File: src/rtl/axis_insert_pkg.sv
// Shared types and helpers for the header-insert arbiter and its round-robin picker.
package axis_insert_pkg;

  typedef enum logic [1:0] {ST_IDLE, ST_HDR, ST_DATA} state_e;

  localparam int N_SRC_DEF   = 4;
  localparam int DATA_WD_DEF = 32;
  localparam int MAX_SRC     = 32;

  // Round-robin winner: first set bit of req searching upward from last+1, modulo n.
  // Scanning offsets high-to-low lets the nearest requester overwrite farther ones.
  function automatic int rr_next(input logic [MAX_SRC-1:0] req, input int n, input int last);
    int idx;
    rr_next = 0;
    for (int k = MAX_SRC; k >= 1; k--) begin
      if (k <= n) begin
        idx = (last + k) % n;
        if (req[idx]) rr_next = idx;
      end
    end
  endfunction

endpackage

File: src/rtl/axis_insert_arbiter_if.sv
// Bundle of per-source and downstream stream/header handshakes around the arbiter.
interface axis_insert_arbiter_if #(
  parameter int N_SRC        = 4,
  parameter int DATA_WD      = 32,
  parameter int DATA_BYTE_WD = DATA_WD / 8,
  parameter int BYTE_CNT_WD  = $clog2(DATA_BYTE_WD)
);
  logic [N_SRC-1:0]              s_valid_in;
  logic [N_SRC*DATA_WD-1:0]      s_data_in;
  logic [N_SRC*DATA_BYTE_WD-1:0] s_keep_in;
  logic [N_SRC-1:0]              s_last_in;
  logic [N_SRC-1:0]              s_ready_in;

  logic [N_SRC-1:0]              s_valid_insert;
  logic [N_SRC*DATA_WD-1:0]      s_data_insert;
  logic [N_SRC*DATA_BYTE_WD-1:0] s_keep_insert;
  logic [N_SRC*BYTE_CNT_WD-1:0]  s_byte_insert_cnt;
  logic [N_SRC-1:0]              s_ready_insert;

  logic                          m_valid_in;
  logic [DATA_WD-1:0]            m_data_in;
  logic [DATA_BYTE_WD-1:0]       m_keep_in;
  logic                          m_last_in;
  logic                          m_ready_in;

  logic                          m_valid_insert;
  logic [DATA_WD-1:0]            m_data_insert;
  logic [DATA_BYTE_WD-1:0]       m_keep_insert;
  logic [BYTE_CNT_WD-1:0]        m_byte_insert_cnt;
  logic                          m_ready_insert;

  // master: the arbiter; slave: the sources plus the downstream insert block
  modport master (
    input  s_valid_in, s_data_in, s_keep_in, s_last_in,
    input  s_valid_insert, s_data_insert, s_keep_insert, s_byte_insert_cnt,
    input  m_ready_in, m_ready_insert,
    output s_ready_in, s_ready_insert,
    output m_valid_in, m_data_in, m_keep_in, m_last_in,
    output m_valid_insert, m_data_insert, m_keep_insert, m_byte_insert_cnt
  );

  modport slave (
    output s_valid_in, s_data_in, s_keep_in, s_last_in,
    output s_valid_insert, s_data_insert, s_keep_insert, s_byte_insert_cnt,
    output m_ready_in, m_ready_insert,
    input  s_ready_in, s_ready_insert,
    input  m_valid_in, m_data_in, m_keep_in, m_last_in,
    input  m_valid_insert, m_data_insert, m_keep_insert, m_byte_insert_cnt
  );
endinterface

File: src/rtl/axis_insert_arbiter_rr_pick.sv
// Combinational round-robin picker: request vector + last grant -> winner index and valid.
module rr_pick
  import axis_insert_pkg::*;
#(
  parameter int N  = 4,
  parameter int IW = $clog2(N)
) (
  input  logic [N-1:0]  req,
  input  logic [IW-1:0] last,
  output logic [IW-1:0] win,
  output logic          win_vld
);
  logic [MAX_SRC-1:0] req_w;

  always_comb begin
    req_w        = '0;
    req_w[N-1:0] = req;
    win          = IW'(rr_next(req_w, N, 32'(last)));
    win_vld      = |req;
  end
endmodule

File: src/rtl/axis_insert_arbiter.sv
// Packet-level round-robin arbiter: grants one source, forwards its header then its data to last.
module axis_insert_arbiter
  import axis_insert_pkg::*;
#(
  parameter int N_SRC        = N_SRC_DEF,
  parameter int DATA_WD      = DATA_WD_DEF,
  parameter int DATA_BYTE_WD = DATA_WD / 8,
  parameter int BYTE_CNT_WD  = $clog2(DATA_BYTE_WD),
  parameter int IDX_WD       = $clog2(N_SRC)
) (
  input  logic              clk,
  input  logic              rst,
  axis_insert_arbiter_if.master bus,
  output logic              grant_valid,
  output logic [IDX_WD-1:0] grant_idx,
  output logic [15:0]       pkt_cnt
);
  state_e              state_q;
  logic [IDX_WD-1:0]   grant_q;
  logic [IDX_WD-1:0]   last_q;
  logic [15:0]         cnt_q;
  logic [IDX_WD-1:0]   pick_idx;
  logic                pick_vld;
  logic                hdr_hs;
  logic                last_hs;
  logic [31:0]         g;

  rr_pick #(.N(N_SRC), .IW(IDX_WD)) u_pick (
    .req     (bus.s_valid_insert),
    .last    (last_q),
    .win     (pick_idx),
    .win_vld (pick_vld)
  );

  assign g       = 32'(grant_q);
  assign hdr_hs  = (state_q == ST_HDR)  && bus.s_valid_insert[grant_q] && bus.m_ready_insert;
  assign last_hs = (state_q == ST_DATA) && bus.s_valid_in[grant_q] && bus.s_last_in[grant_q]
                   && bus.m_ready_in;

  always_ff @(posedge clk) begin
    if (rst) begin
      state_q <= ST_IDLE;
      grant_q <= '0;
      last_q  <= IDX_WD'(N_SRC - 1);
      cnt_q   <= '0;
    end else begin
      case (state_q)
        ST_IDLE: if (pick_vld) begin
          grant_q <= pick_idx;
          state_q <= ST_HDR;
        end
        // a granted source that withdraws its header keeps the grant
        ST_HDR:  if (hdr_hs) state_q <= ST_DATA;
        ST_DATA: if (last_hs) begin
          state_q <= ST_IDLE;
          last_q  <= grant_q;
          cnt_q   <= cnt_q + 16'd1;
        end
        default: state_q <= ST_IDLE;
      endcase
    end
  end

  always_comb begin
    bus.s_ready_in        = '0;
    bus.s_ready_insert    = '0;
    bus.m_valid_insert    = (state_q == ST_HDR)  && bus.s_valid_insert[grant_q];
    bus.m_valid_in        = (state_q == ST_DATA) && bus.s_valid_in[grant_q];
    bus.m_data_insert     = bus.s_data_insert[g*DATA_WD +: DATA_WD];
    bus.m_keep_insert     = bus.s_keep_insert[g*DATA_BYTE_WD +: DATA_BYTE_WD];
    bus.m_byte_insert_cnt = bus.s_byte_insert_cnt[g*BYTE_CNT_WD +: BYTE_CNT_WD];
    bus.m_data_in         = bus.s_data_in[g*DATA_WD +: DATA_WD];
    bus.m_keep_in         = bus.s_keep_in[g*DATA_BYTE_WD +: DATA_BYTE_WD];
    bus.m_last_in         = bus.s_last_in[grant_q];
    if (state_q == ST_HDR)  bus.s_ready_insert[grant_q] = bus.m_ready_insert;
    if (state_q == ST_DATA) bus.s_ready_in[grant_q]     = bus.m_ready_in;
  end

  assign grant_valid = (state_q != ST_IDLE);
  assign grant_idx   = grant_q;
  assign pkt_cnt     = cnt_q;
endmodule

File: src/flat_wrapper.sv
// flat-port wrapper written by rule: the top's interface ports become plain ports
module axis_insert_arbiter_flat import axis_insert_pkg::*;
#(
  parameter int N_SRC        = N_SRC_DEF,
  parameter int DATA_WD      = DATA_WD_DEF,
  parameter int DATA_BYTE_WD = DATA_WD / 8,
  parameter int BYTE_CNT_WD  = $clog2(DATA_BYTE_WD),
  parameter int IDX_WD       = $clog2(N_SRC)
)
  (clk, rst, grant_valid, grant_idx, pkt_cnt, bus_s_valid_in, bus_s_data_in, bus_s_keep_in, bus_s_last_in, bus_s_valid_insert, bus_s_data_insert, bus_s_keep_insert, bus_s_byte_insert_cnt, bus_m_ready_in, bus_m_ready_insert, bus_s_ready_in, bus_s_ready_insert, bus_m_valid_in, bus_m_data_in, bus_m_keep_in, bus_m_last_in, bus_m_valid_insert, bus_m_data_insert, bus_m_keep_insert, bus_m_byte_insert_cnt);
  axis_insert_arbiter_if #(.N_SRC(N_SRC), .DATA_WD(DATA_WD), .DATA_BYTE_WD(DATA_BYTE_WD), .BYTE_CNT_WD(BYTE_CNT_WD)) bus_i ();
  input  logic clk;
  input  logic rst;
  output logic grant_valid;
  output logic [IDX_WD-1:0] grant_idx;
  output logic [15:0] pkt_cnt;
  input wire logic [$bits(bus_i.s_valid_in)-1:0] bus_s_valid_in;
  input wire logic [$bits(bus_i.s_data_in)-1:0] bus_s_data_in;
  input wire logic [$bits(bus_i.s_keep_in)-1:0] bus_s_keep_in;
  input wire logic [$bits(bus_i.s_last_in)-1:0] bus_s_last_in;
  input wire logic [$bits(bus_i.s_valid_insert)-1:0] bus_s_valid_insert;
  input wire logic [$bits(bus_i.s_data_insert)-1:0] bus_s_data_insert;
  input wire logic [$bits(bus_i.s_keep_insert)-1:0] bus_s_keep_insert;
  input wire logic [$bits(bus_i.s_byte_insert_cnt)-1:0] bus_s_byte_insert_cnt;
  input wire logic [$bits(bus_i.m_ready_in)-1:0] bus_m_ready_in;
  input wire logic [$bits(bus_i.m_ready_insert)-1:0] bus_m_ready_insert;
  output wire logic [$bits(bus_i.s_ready_in)-1:0] bus_s_ready_in;
  output wire logic [$bits(bus_i.s_ready_insert)-1:0] bus_s_ready_insert;
  output wire logic [$bits(bus_i.m_valid_in)-1:0] bus_m_valid_in;
  output wire logic [$bits(bus_i.m_data_in)-1:0] bus_m_data_in;
  output wire logic [$bits(bus_i.m_keep_in)-1:0] bus_m_keep_in;
  output wire logic [$bits(bus_i.m_last_in)-1:0] bus_m_last_in;
  output wire logic [$bits(bus_i.m_valid_insert)-1:0] bus_m_valid_insert;
  output wire logic [$bits(bus_i.m_data_insert)-1:0] bus_m_data_insert;
  output wire logic [$bits(bus_i.m_keep_insert)-1:0] bus_m_keep_insert;
  output wire logic [$bits(bus_i.m_byte_insert_cnt)-1:0] bus_m_byte_insert_cnt;
  assign bus_i.s_valid_in = bus_s_valid_in;
  assign bus_i.s_data_in = bus_s_data_in;
  assign bus_i.s_keep_in = bus_s_keep_in;
  assign bus_i.s_last_in = bus_s_last_in;
  assign bus_i.s_valid_insert = bus_s_valid_insert;
  assign bus_i.s_data_insert = bus_s_data_insert;
  assign bus_i.s_keep_insert = bus_s_keep_insert;
  assign bus_i.s_byte_insert_cnt = bus_s_byte_insert_cnt;
  assign bus_i.m_ready_in = bus_m_ready_in;
  assign bus_i.m_ready_insert = bus_m_ready_insert;
  assign bus_s_ready_in = bus_i.s_ready_in;
  assign bus_s_ready_insert = bus_i.s_ready_insert;
  assign bus_m_valid_in = bus_i.m_valid_in;
  assign bus_m_data_in = bus_i.m_data_in;
  assign bus_m_keep_in = bus_i.m_keep_in;
  assign bus_m_last_in = bus_i.m_last_in;
  assign bus_m_valid_insert = bus_i.m_valid_insert;
  assign bus_m_data_insert = bus_i.m_data_insert;
  assign bus_m_keep_insert = bus_i.m_keep_insert;
  assign bus_m_byte_insert_cnt = bus_i.m_byte_insert_cnt;
  axis_insert_arbiter #(.N_SRC(N_SRC), .DATA_WD(DATA_WD), .DATA_BYTE_WD(DATA_BYTE_WD), .BYTE_CNT_WD(BYTE_CNT_WD), .IDX_WD(IDX_WD)) u_core (.clk(clk), .rst(rst), .bus(bus_i), .grant_valid(grant_valid), .grant_idx(grant_idx), .pkt_cnt(pkt_cnt));
endmodule
File: config.mk
export PLATFORM = sky130hd
export DESIGN_NAME = axis_insert_arbiter_flat
export DESIGN_NICKNAME = d
export VERILOG_FILES = /design/src/rtl/axis_insert_pkg.sv /design/src/rtl/axis_insert_arbiter_if.sv /design/src/rtl/axis_insert_arbiter_rr_pick.sv /design/src/rtl/axis_insert_arbiter.sv /design/src/flat_wrapper.sv
export SDC_FILE = /design/constraint.sdc
export NUM_CORES = 1
export LEC_CHECK = 0
export CORE_AREA = 2 2 163 165
export CTS_CLUSTER_DIAMETER = 50
export DETAILED_ROUTE_END_ITERATION = 8
export DIE_AREA = 0 0 165 167
export SYNTH_ARGS = -nofsm -noshare
export SYNTH_HDL_FRONTEND = slang
export SYNTH_HIERARCHICAL = 1
export SYNTH_SLANG_ARGS = --single-unit
File: constraint.sdc
create_clock -name clk -period 2.6 [get_ports clk]
set_input_delay 0.52 -clock clk [delete_from_list [all_inputs] [get_ports clk]]
set_output_delay 0.52 -clock clk [all_outputs]
set_load 0.05 [all_outputs]
Yosys cells after proc, flatten, opt, wreduce, memory -nomap -nowiden
Cells that the tools add are included.
{"block": "totals", "n_memories": 0, "latchBits": 0, "ff_bits": 22, "output_inout_bits": 104, "inputBits": 312, "rom_bits": 0, "wordCells": 77, "ram_bits": 0}
{"block": "classes", "n_shift": 5, "n_mux": 30, "eq_ne": 5, "n_addsub": 5, "div": 0, "multipliers": 0, "n_reduce_logical": 16, "magnitude_cmp": 6, "bitwise": 6}
{"operator": "$shiftx A128 B8 Y32", "n": 2}
{"operator": "$shiftx A16 B5 Y4", "n": 2}
{"operator": "$lt A3 B7 Y1 const B", "n": 4}
{"operator": "$add A16 B1 Y16 const B", "n": 1}
{"operator": "$mux W2", "n": 7}
{"operator": "$bmux W1 S3", "n": 4}
{"operator": "$mux W1", "n": 12}
{"operator": "$and A4 B4 Y4", "n": 2}
{"operator": "$mux W4", "n": 2}
{"operator": "$reduce_or A2 Y1", "n": 4}
{"operator": "$shiftx A8 B4 Y2", "n": 1}
{"operator": "$bmux W1 S2", "n": 3}
{"operator": "$logic_and A1 B1 Y1", "n": 6}
{"operator": "$ne A2 B1 Y1 const B", "n": 3}
{"operator": "$pmux W2 S3", "n": 1}
{"operator": "$add A2 B1 Y2 const B", "n": 2}
{"operator": "$add A2 B2 Y2 const B", "n": 2}
{"operator": "$and A1 B1 Y1 const A", "n": 4}
{"operator": "$reduce_and A2 Y1", "n": 2}
{"operator": "$reduce_or A4 Y1", "n": 1}
{"operator": "$lt A2 B3 Y1 const B", "n": 1}
{"operator": "$reduce_and A3 Y1", "n": 1}
{"operator": "$demux W1 S2", "n": 1}
{"operator": "$eq A2 B1 Y1 const B", "n": 1}
{"operator": "other kinds (4)", "n": 4}

Depth between registers and ports, before layout
{"block": "logic_depth", "depth_word": 10, "ltp_mapped": 7, "ltp_nobuf": 6}

Hierarchy
Netlist, hierarchy kept.
{"mod": "axis_insert_arbiter", "instances": 1, "area_per_inst_um2": 2870.3, "cells_each": 222}
{"mod": "rr_pick", "instances": 1, "area_per_inst_um2": 91.3, "cells_each": 14}

Least setup slack after synthesis
OpenSTA, ideal clock, no wires.
{"block": "synth_timing", "path_kind": "flip-flop to output port", "start": "reg u_core.grant_q[0], in the netlist u_core/grant_idx[0]", "end": "out bus_s_ready_insert[1]", "arrival_ns": 2.517, "setup_slack_ns": -0.437, "required_ns": 2.080, "path_buffers": 2, "path_stages_with_launch": 5, "cell_sequence": "dfxtp_1 -> buf_4 -> clkbuf_1 -> inv_1 -> nor3_1"}
{"block": "synth_between", "elab_chain_cells": 6, "elab_cells_between_ends": 7}
{"element": "start: declaration", "line_no": "axis_insert_arbiter.sv:19", "text": "logic [IDX_WD-1:0] grant_q;"}
{"element": "start signal: assignment", "line_no": "axis_insert_arbiter.sv:49", "text": "grant_q <= pick_idx;"}
{"element": "$lt A2 B3 Y1 (implied by the code) / $ge A2 B1 Y1 (equally long branches)", "line_no": "axis_insert_arbiter.sv:75", "text": "if (state_q == ST_HDR) bus.s_ready_insert[grant_q] = bus.m_ready_insert;"}
{"element": "$logic_and A1 B1 Y1 (implied by the code)", "line_no": "axis_insert_arbiter.sv:75"}
{"element": "$mux W1 (implied by the code)", "line_no": "axis_insert_arbiter.sv:75"}
{"element": "$demux W1 S2 (*)"}
{"element": "$and A4 B4 Y4 (no source line) (*)"}
{"element": "$mux W4 (*)", "line_no": "axis_insert_arbiter.sv:75"}
{"element": "end: declaration", "line_no": "flat_wrapper.sv:28", "text": "output wire logic [$bits(bus_i.s_ready_insert)-1:0] bus_s_ready_insert;"}
Every way passes the cells marked *; elsewhere a longest branch is shown, timed or not.

Worst setup path after layout
{"block": "layout_timing", "start": "reg u_core.grant_q[0], in the netlist u_core/grant_idx[0]", "end": "out bus_m_data_insert[6]"}
{"block": "layout_between", "elab_chain_cells": 1}
{"element": "$shiftx A128 B8 Y32", "line_no": "axis_insert_arbiter.sv:69", "text": "bus.m_data_insert = bus.s_data_insert[g*DATA_WD +: DATA_WD];"}
{"element": "end: declaration", "line_no": "flat_wrapper.sv:34", "text": "output wire logic [$bits(bus_i.m_data_insert)-1:0] bus_m_data_insert;"}
No other way between the ends.

==> results_tabular.tex <==
\begin{tabular}{lr}
\hline
Metric & Value \\
\hline
\multicolumn{2}{l}{\textbf{Setup path}} \\
Series of cell instances along the critical path & buf\_12, mux4\_2, buf\_4 \\
Worst Path Required & 2.08 ns \\
Count of buffering cells on the critical path with inverters included & 2 \\
Critical path's top delay family & flip-flops \\
Maximum single-stage delay on the critical path & 0.62 ns \\
CP startpoint kind & flop \\
Launch point of the critical path & u\_core/grant\_idx[0] \\
Endpoint type of the worst setup path & output pin \\
Max FO, Critical Path & 25 \\
Slowest cell on the critical path & dfxtp\_4 \\
Data arrival time at the worst-slack endpoint & 1.96 ns \\
Worst reg2reg startpoint & u\_core/grant\_idx[0] \\
Kind of critical path & reg2out \\
\multicolumn{2}{l}{\textbf{Detailed routing}} \\
Via total after detailed routing & 4089 \\
Detailed Route WL & 20700 um \\
Routed vias/inst & 4.16 \\
Drt drc & 0 \\
Initial DRC Count & 147 \\
Detailed-route wire length per cell & 21.1 um \\
Detailed Routing Iterations Pass 1 & 4 \\
Detail Route Antenna Nets & 0 \\
\multicolumn{2}{l}{\textbf{Yosys}} \\
Largest cells by area after synthesis & mux4\_2 (59\%), dfxtp\_1 (15\%), a21oi\_1 (2.4\%) \\
Share of synthesized registers carrying an async set or reset & 0\% \\
Warnings, synthesis & 6 \\
Number of synthesized flops with an enable pin & 0 \\
Number of cells produced by synthesis & 236 \\
Avg Synthesized Cell Area & 12.5 um2 \\
Mux share of post-synthesis cell area & 59.9\% \\
Simple-gate share of the synthesized area & 13.3\% \\
Synth Cell Area & 0.00296 mm2 \\
Synthesized-area fraction occupied by ao, oa, aoi and oai cells & 6.51\% \\
Number of flip-flops and latches in the synthesized netlist & 22 \\
Post-synth top area cell & mux4\_2 \\
Parity-gate share of the synthesized area counting xor and xnor cells & 1.18\% \\
Arithmetic-cell share of the synthesized area counting full adders, half adders and majority gates & 0.422\% \\
Sequential share of the synthesized area & 14.9\% \\
Area share of the largest cell type after synthesis & 58.6\% \\
Post-synth net total & 549 \\
Main combinational cell family by area after synthesis & multiplexers \\
Synth cell types & 35 \\
Top\_reg\_cell synth & dfxtp\_1 \\
\multicolumn{2}{l}{\textbf{Floorplanning}} \\
Die outline area & 0.0276 mm2 \\
Height of the die & 167 um \\
Initial core utilization & 11.5\% \\
Area of the core & 0.0258 mm2 \\
Boundary Pins & 416 \\
Overall die width & 165 um \\
\# rows & 59 \\
\multicolumn{2}{l}{\textbf{Clock network}} \\
CTS tree & yes \\
Insertion delay of the later-clocked pin in the worst-skew pair & 0.25 ns \\
H-Tree Depth & 1 \\
Clock sink total & 22 \\
Maximum clock path buffer count & 2 \\
Post-CTS setup buffers & 1 \\
Clock-pin slew on the worst setup and hold paths & 0.06 ns \\
TritonCTS Buffers & 3 \\
Post-CTS Hold Fix Bufs & 0 \\
Cts repair resizes & 0 \\
Clock root buffer & clkbuf\_16 \\
\multicolumn{2}{l}{\textbf{Worst hold path}} \\
Min-Delay Path Class & reg2reg \\
Start point of the worst hold path & u\_core/pkt\_cnt[13] \\
\multicolumn{2}{l}{\textbf{Timing}} \\
Top achievable clock speed & 404 MHz \\
Unrepaired setup endpoints after global routing & false \\
Pins Over Slew Limit & 0 \\
Final clock skew & 0.00619 ns \\
Final period utilization & 95.2\% \\
Final number of hold-violating endpoints & 0 \\
Final critical-path required period & 2.48 ns \\
Final count of negative-setup-slack endpoints & 0 \\
Slew @ Worst Pin & 0.720 ns \\
Relative max-transition margin & 51.9\% \\
Final setup slack of the worst path & 0.124 ns \\
\multicolumn{2}{l}{\textbf{Placement}} \\
Total instance count after detailed placement & 975 \\
Final weighted congestion in routability-driven placement & 0.844 \\
Count of buffers inserted at the top-level ports & 415 \\
Worst slack after detailed placement & 0.191 ns \\
Hpwl dp & 18100 um \\
Cell area reported after detailed placement & 0.00748 mm2 \\
\multicolumn{2}{l}{\textbf{Global routing}} \\
Number of antenna violations at the first check in global routing & 7 \\
Number of global-route vias before repair & 4182 \\
Overall overflow remaining after global route & 0 \\
Global router's overall resource usage & 13.7\% \\
Maximum number of pins on one net before global-route repair & 36 \\
Global-route wire length before repair & 27800 um \\
\multicolumn{2}{l}{\textbf{Layout}} \\
Filler Cells Inserted & 2666 \\
Commonest cells after routing, fill and taps aside & clkdlybuf4s50\_1 (328), buf\_4 (85), mux4\_2 (77) \\
Share of layout cells above drive strength 1 & 29.0\% \\
\# nets final & 959 \\
Cell area after layout & 0.00760 mm2 \\
Final core utilization & 29.5\% \\
Signed area change from the synthesized netlist to the final layout & 157\% \\
Non-filler instance count after layout & 984 \\
Most frequent standard cell in the layout excluding fill and tap cells & clkdlybuf4s50\_1 \\
\multicolumn{2}{l}{\textbf{Job}} \\
Max Cap Viol & 0 \\
\multicolumn{2}{l}{\textbf{Outcome}} \\
Result of the run & completed \\
\multicolumn{2}{l}{\textbf{Power}} \\
Worst vdd rail ir drop & 197 uV \\
Leakage dissipation & 2.65 nW \\
Total Power Consumption & 2.35 mW \\
Pwr Density & 309 mW/mm2 \\
\hline
\end{tabular}
-- synth_stat cells (all sizes together) (3+ instances only) --
cell type,n
or4,8
nand4,7
and3,4
xor2,4
a21oi,15
inv,5
nand2,9
or3,3
nand3,5
nand2b,4
nor2,18
nor3,3
o31ai,8
o21ai,3
dfxtp,22
clkbuf,7
mux2i,4
buf,15
mux4,77
-- state kept, by name, summed over array words and instances (netlist names) --
name / flops
u_core/pkt_cnt: 16
u_core/grant_idx: 2
u_core/state_q: 2
u_core/last_q: 2
-- layer usage --
metal / GRT usage (%) / vias to the layer above / wire length, um
met4: 2.99 / 6 / 197
met2: 23.5 / 197 / 10400
met5: 0 / - / 44
met3: 3.36 / 14 / 1630
li1: - / 1843 / -
met1: 17.3 / 2029 / 8460
-- metrics by stage --
stage          setup TNS [ns]  hold WS [ns]
3_5_place_dp                0         0.480
2_1_floorplan          -0.107         0.446
4_1_cts                     0         0.497
6_report                    0         0.492
5_1_grt                     0         0.516
3_3_place_gp                0         0.483
-- where the power goes --
part | internal [mW] | switching, mW | total (mW)
registers | 0.342 | 0.0280 | 0.370
logic | 0.836 | 0.817 | 1.65
clock network | 0.209 | 0.119 | 0.328
-- tightest hold or removal path, stage by stage, from the launching register on --
cell and delay, ns:
dfxtp_1 0.33, o31ai_1 0.06, a21oi_1 0.05
-- area by class of cell --
| cell class | count | area, um2 | share of cell area, % |
|---|---|---|---|
| repair buffers | 427 | 4210 | 55.4 |
| multi-input cells | 187 | 2420 | 31.8 |
| flip-flops and latches | 22 | 448 | 5.89 |
| well taps | 335 | 419 | 5.52 |
| clock buffers | 4 | 78.8 | 1.04 |
| inverters | 5 | 18.8 | 0.247 |
| diodes | 4 | 10.0 | 0.132 |
-- logic make-up after synthesis --
family | Yosys count
simple gates | 71
compound gates | 30
buf+inv | 27
flops | 22
xor+xnor | 4
mux | 81
fa+ha+maj | 1
-- final timing paths --
kind                            slack, ns              endpoint  depth (start not counted)
worst max register to register       0.49      u_core/last_q[1]                          5
worst max-delay path                 0.12  bus_m_data_insert[6]                          3
worst min-delay path                 0.49    u_core/pkt_cnt[13]                          2
worst min register to register       0.49    u_core/pkt_cnt[13]                          2
Power figures use the tool's default switching activity.
